`src/rtl/decode_queue_ctrl.sv`:
```
// Instruction queue in front of the combinational RV64 decoder: buffers fetched
// {instr, pc}, checks load-use hazards on the head and issues to ID/EX. Option: DECODE_ILLEGAL_TRAP_EN.
module decode_queue_ctrl #(
    parameter int DEPTH = 2,
    parameter int XLEN  = 64
) (
    input  logic                     clk,
    input  logic                     rst,
    input  logic                     if_valid,
    output logic                     if_ready,
    input  logic [31:0]              if_instr,
    input  logic [XLEN-1:0]          if_pc,
    input  logic                     flush,
    output logic [31:0]              dec_instr,
    input  logic [2:0]               dec_format,
    input  logic [4:0]               dec_rs1,
    input  logic [4:0]               dec_rs2,
    input  logic                     ex_is_load,
    input  logic [4:0]               ex_rd,
    output logic                     id_valid,
    input  logic                     id_ready,
    output logic [XLEN-1:0]          id_pc,
    output logic                     id_illegal,
    output logic [$clog2(DEPTH):0]   occupancy,
    output logic [31:0]              stall_cnt
);

    localparam int PW = $clog2(DEPTH);
    localparam int CW = PW + 1;
    localparam logic [CW-1:0] FULL_CNT = CW'(DEPTH);
    localparam logic [31:0]   NOP      = 32'h0000_0013;

    logic [31:0]     instr_mem [DEPTH];
    logic [XLEN-1:0] pc_mem    [DEPTH];

    logic [PW-1:0] rd_ptr_q, rd_ptr_d;
    logic [PW-1:0] wr_ptr_q, wr_ptr_d;
    logic [CW-1:0] count_q, count_d;
    logic [31:0]   stall_q, stall_d;

    logic not_empty, push, pop, hazard, invalid_fmt, issuable, drop;
    logic rs1_used, rs2_used;

    always_comb begin
        not_empty   = (count_q != '0);
        if_ready    = (count_q != FULL_CNT) & ~rst;
        push        = if_valid & if_ready & ~flush;

        dec_instr   = not_empty ? instr_mem[rd_ptr_q] : NOP;
        id_pc       = not_empty ? pc_mem[rd_ptr_q] : '0;

        rs1_used    = (dec_format <= 3'd3);
        rs2_used    = (dec_format == 3'd0) | (dec_format == 3'd2) | (dec_format == 3'd3);
        invalid_fmt = (dec_format == 3'd7);
        hazard      = ex_is_load & (ex_rd != 5'd0) &
                      ((rs1_used & (dec_rs1 == ex_rd)) | (rs2_used & (dec_rs2 == ex_rd)));

`ifdef DECODE_ILLEGAL_TRAP_EN
        // Illegal head travels down the pipe so execute can raise the exception.
        issuable    = 1'b1;
        drop        = 1'b0;
        id_illegal  = not_empty & invalid_fmt;
`else
        // Illegal head is silently discarded without ever being offered.
        issuable    = ~invalid_fmt;
        drop        = not_empty & invalid_fmt & ~flush;
        id_illegal  = 1'b0;
`endif

        id_valid    = not_empty & ~hazard & ~flush & issuable;
        pop         = (id_valid & id_ready) | drop;

        rd_ptr_d    = pop  ? rd_ptr_q + PW'(1) : rd_ptr_q;
        wr_ptr_d    = push ? wr_ptr_q + PW'(1) : wr_ptr_q;
        case ({push, pop})
            2'b10:   count_d = count_q + CW'(1);
            2'b01:   count_d = count_q - CW'(1);
            default: count_d = count_q;
        endcase

        stall_d     = stall_q;
        if (not_empty & hazard & ~flush & (stall_q != 32'hFFFF_FFFF)) begin
            stall_d = stall_q + 32'd1;
        end

        occupancy   = count_q;
        stall_cnt   = stall_q;
    end

    always_ff @(posedge clk) begin
        if (rst) begin
            rd_ptr_q <= '0;
            wr_ptr_q <= '0;
            count_q  <= '0;
            stall_q  <= '0;
        end else begin
            stall_q <= stall_d;
            if (flush) begin
                rd_ptr_q <= '0;
                wr_ptr_q <= '0;
                count_q  <= '0;
            end else begin
                rd_ptr_q <= rd_ptr_d;
                wr_ptr_q <= wr_ptr_d;
                count_q  <= count_d;
            end
        end
    end

    // Storage needs no reset; validity is tracked by count_q alone.
    always_ff @(posedge clk) begin
        if (push) begin
            instr_mem[wr_ptr_q] <= if_instr;
            pc_mem[wr_ptr_q]    <= if_pc;
        end
    end

endmodule
```
`config.mk`:
```
export PLATFORM = sky130hd
export DESIGN_NAME = decode_queue_ctrl
export DESIGN_NICKNAME = d
export VERILOG_FILES = /design/src/rtl/decode_queue_ctrl.sv
export SDC_FILE = /design/constraint.sdc
export NUM_CORES = 1
export LEC_CHECK = 0
export CAP_MARGIN = 20
export CORE_MARGIN = 8
export CORE_UTILIZATION = 55
export CTS_CLUSTER_SIZE = 8
export DETAILED_ROUTE_END_ITERATION = 8
export DONT_BUFFER_PORTS = 1
export PLACE_DENSITY = 0.72
export SLEW_MARGIN = 20
export SYNTH_ARGS = -nofsm -noshare
export SYNTH_HDL_FRONTEND = slang
export SYNTH_SLANG_ARGS = --single-unit
export TNS_END_PERCENT = 30
```
`constraint.sdc`:
```
create_clock -name clk -period 5.7 [get_ports clk]
set_input_delay 0.855 -clock clk [delete_from_list [all_inputs] [get_ports clk]]
set_output_delay 0.855 -clock clk [all_outputs]
set_load 0.05 [all_outputs]
```
======== Word level (Yosys, flattened, before mapping) ========
Memories as Yosys holds them, arrays and structs flattened. A register that Yosys moved wholly into a read port is not among the register bits.
Index checks and enable logic that the tools add are counted.
cells by class
  $lt $le $gt $ge ......................... 1
  equal/unequal tests ..................... 9
  muxes and demuxes ....................... 9
  add/sub/neg operators ................... 5
  bitwise gates (word level) .............. 24
  reductions and logical operators ........ 5
operator list
  kind                                                                               count
  64-bit two-way mux                                                                 1
  32-bit by 1-bit adder with 32-bit output (second input constant)                   1
  32-bit two-way mux                                                                 1
  32-bit != test (second input constant)                                             1
  1-bit bitwise AND                                                                  16
  5-bit equality test                                                                2
  3-bit by 2-bit equality test with 1-bit output (second input constant)             2
  1-bit two-way mux                                                                  6
  5-bit nonzero test                                                                 1
  1-bit inverter                                                                     4
  1-bit bitwise OR                                                                   4
  2-bit case mux with 2 select lines                                                 1
  2-bit nonzero test                                                                 2
  3-bit equality test (second input constant)                                        1
  3-bit by 2-bit less-or-equal comparator with 1-bit output (second input constant)  1
  3-bit logical NOT                                                                  1
  1-bit adder (second input constant)                                                2
  2-bit by 1-bit adder with 2-bit output (second input constant)                     1
  2-bit by 1-bit equality test with 1-bit output (second input constant)             1
  2-bit equality test (second input constant)                                        1
  2-bit != test (second input constant)                                              1
  2-bit OR reduction                                                                 1
  2-bit by 1-bit subtractor with 2-bit output (second input constant)                1
word-level totals
  memories ................................ 2
  register bits after elaboration ......... 36
  input port bits ......................... 120
  memory bits (writable) .................. 192
memories
  name       depth  bits a word  rd ports  clocked after memory_dff  write ports  RTL line  source
  pc_mem     2      64           1         1                         1            34        logic [XLEN-1:0] pc_mem [DEPTH];
  instr_mem  2      32           1         1                         1            33        logic [31:0] instr_mem [DEPTH];

======== Depth between registers and ports, before layout ========
  depth after elaboration ................. 14
  mapped depth ............................ 9
  gate-level depth less buffers ........... 9

======== Worst setup path before layout ========
Ideal clock, no wire load.
  path kind ............................... in2reg
  from .................................... input port flush
  to ...................................... memory instr_mem[0][0], enable pin
  setup time .............................. 0.552 ns
  data arrival time ....................... 5.355 ns
  buffers on the path ..................... 1
  cell stages on the path ................. 4
  path slack .............................. -0.207 ns
  cells stage by stage .................... clkbuf_1 nor2_1 nand3_1 nor2_1
on the way
  cells in the longest elaborated chain, start to end .. 4
RTL lines
  item                                     RTL line  source
  start: declaration                       13        input logic flush,
  1-bit inverter                           47        push = if_valid & if_ready & ~flush;
  1-bit bitwise AND                        47
  1-bit two-way mux                        112       if (push) begin
  1-bit two-way mux (not written as such)  113       instr_mem[wr_ptr_q] <= if_instr;
  end: declaration                         33
No other way between the ends.

==> impl_metrics.toml <==
[floorplan]
dieHeight_um = 146
ioPinCount = 253
dieWidth_um = 146
initial_core_util = 0.562
core_area_um2 = 16500
num_rows = 47
die_area_um2 = 21300

[sta]
finalHoldViolCount = 0
fin_crit_sh = 0.658
max_freq_mhz = 267
rsz0062_at_grt = "no"
relSlewSlack = 0.234
fin_skew_ps = 11.8
finalCriticalPeriod_ps = 3750
setup_violations = 0
worstMarginPinSlew_ps = 1140
final_max_slew_viol_count = 0

[detailed_routing]
dr.pass1.iters = 5
ant_nets = 0
viasPerCell = 5.86
wirelength_um = 19600
drt-initial-drc-count = 288
remaining_drc_errors = 0
vias = 5262
routedWlPerCell_um = 21.9

[worst_setup_path]
critical_path_class = "register to output pin"
max_stage_delay_ps = 1020
path_buf_inv = 1
worst-path-max-fanout = 60
cp_slowest_cell = "dfxtp_4"
crit_chain = "buf_4 -> mux2i_1 -> nor2_1"
cp.arrival_ps = 2900
critical_path.top_delay_family = "flip-flops"
required_ps = 4850
worstSetupStartpointType = "register"
end_kind = "output pin"

[synthesis]
synth-seq-cells = 229
synth.avg_cell_area_um2 = 14.1
ys_warn_count = 0
ys_types = 47
synthFlopType = "edfxtp_1"
async_reset_ff_frac = 0
synth_fp_nets = 781
netlist_area_um2 = 9280
ys_seq_area_frac = 0.701
netlist_instances = 659
synth_edf_count = 192

[clock_tree]
clkTransAtPathRegs_ps = 50
clkSinkCount = 229
cts_tree = "done"
clkLatencyLatePin_ps = 480
cts_hold_buf = 0
root_buffer = "clkbuf_16"
ctsLongestPathBuffers = 3
cts_resized = 0
numCtsBuffers = 34
htreeDepth = 2
post_cts_buffers = 0

[layout]
antenna_cells = 0
syn2layout_area_growth_pct = 12.5
fin_util = 0.632
final_common_cell = "edfxtp_1"
fillerInstances = 1218
seq_area_um2 = 6510
multi_input_area_um2 = 2640
drive_above_1_share = 0.100
mostFrequentLayoutCells = "192 x edfxtp_1, 109 x nor2_1, 97 x mux2i_1"
final_nets = 796

[placed_design]
port_buffers = 0
gp_congestion = 0.789
dp.final_hpwl_um = 13700

[grt]
grt_pass1_vias = 5487
grt_remaining_overflow = 0
grt_max_degree = 61
grt.total_usage = 0.179
grt_pass1_wl_um = 30100
antenna_found_initial = 0

[run_status]
status = "complete, no violations"

[min_path]
min_path_type = "input pin to register"

[job]
maxCapViolations = 0

[pwr]
p_per_area_nw_per_um2 = 351
p_total_mw = 3.66
ir_drop_uv = 309
p_leak_nw = 3.18
flip-flops by register name (all words and copies together), names as in the netlist, named ones only:
| register | count |
|---|---|
| stall_cnt | 32 |
| occupancy | 2 |
| pc_mem | 128 |
| rd_ptr_q | 1 |
| instr_mem | 64 |
| wr_ptr_q | 1 |
logic make-up (layout without fill, tap and decap cells):
| group | count (synthesis) | in the layout | synth area share |
|---|---|---|---|
| buffers and inverters | 37 | 56 | 0.0183 |
| and+or+nand+nor | 216 | 216 | 0.115 |
| DFF | 229 | 229 | 0.701 |
| xor gates and xnor gates | 21 | 21 | 0.0198 |
| other | 1 | 1 | 0.000404 |
| muxes | 99 | 99 | 0.107 |
| AOI/OAI and AO/OA | 54 | 54 | 0.0360 |
| adders and majority gates | 2 | 2 | 0.00270 |
routing by layer:
metal	wire, um	up-vias	GRT usage
met3	2770	32	0.104
li1	-	2463	-
met2	9810	236	0.301
met4	401	0	0.0703
met1	6660	2531	0.178
met5	0	-	0
synthesized netlist by cell type, types with 3 or more instances:
master / count / area [um^2]
nand3_1: 18 / 90.1
o21ai_0: 21 / 105
a21oi_1: 21 / 105
o31ai_1: 4 / 30.0
edfxtp_1: 192 / 5770
nand2_1: 18 / 67.6
inv_1: 6 / 22.5
mux2i_1: 97 / 971
or4_1: 3 / 22.5
nor4_1: 7 / 43.8
nor2_1: 112 / 420
clkbuf_1: 18 / 67.6
nand4_1: 9 / 56.3
nor2b_1: 3 / 18.8
and3_1: 5 / 31.3
buf_1: 6 / 22.5
dfxtp_1: 37 / 741
xor2_1: 7 / 61.3
and2_1: 3 / 18.8
or3_1: 16 / 100
nor3_1: 7 / 35.0
xnor2_1: 14 / 123
power breakdown:
group	internal, mW	total (mW)	leakage [nW]	switching [mW]
Sequential	1.85	1.85	2.04	0.00663
Clock	1.08	1.70	0.443	0.618
Combinational	0.0230	0.111	0.691	0.0878
stage by stage:
stage | worst slack (ps) | std cells | TNS, ps | cell area (um^2) | hold WS, ps
2_1_floorplan | -207 | 659 | -39750 | 9280 | 520
3_3_place_gp | 2340 | 857 | 0 | 9510 | 521
3_5_place_dp | 2160 | 857 | 0 | 9510 | 544
4_1_cts | 1740 | 897 | 0 | 10400 | 416
5_1_grt | 1810 | 898 | 0 | 10400 | 422
6_report | 1950 | 898 | 0 | 10400 | 443
final timing paths:
kind                   endpoint    startpoint  depth (start not counted)  slack (ps)
hold reg to reg        register      rd_ptr_q                          2         560
setup / recovery      id_pc[33]      register                          3        1950
hold / removal    stall_cnt[19]           rst                          1         440
setup reg to reg  stall_cnt[12]  stall_cnt[0]                          7        2250
cell type report:
cell class                 count  area share
tap                          220      0.0264
clock buffer                  38      0.0850
inverter                       6     0.00216
clock inverter                 2     0.00132
sequential                   229       0.624
timing repair buffer          10     0.00911
multi-input combinational    393       0.252
No activity file was read; power rests on OpenSTA's default activity.
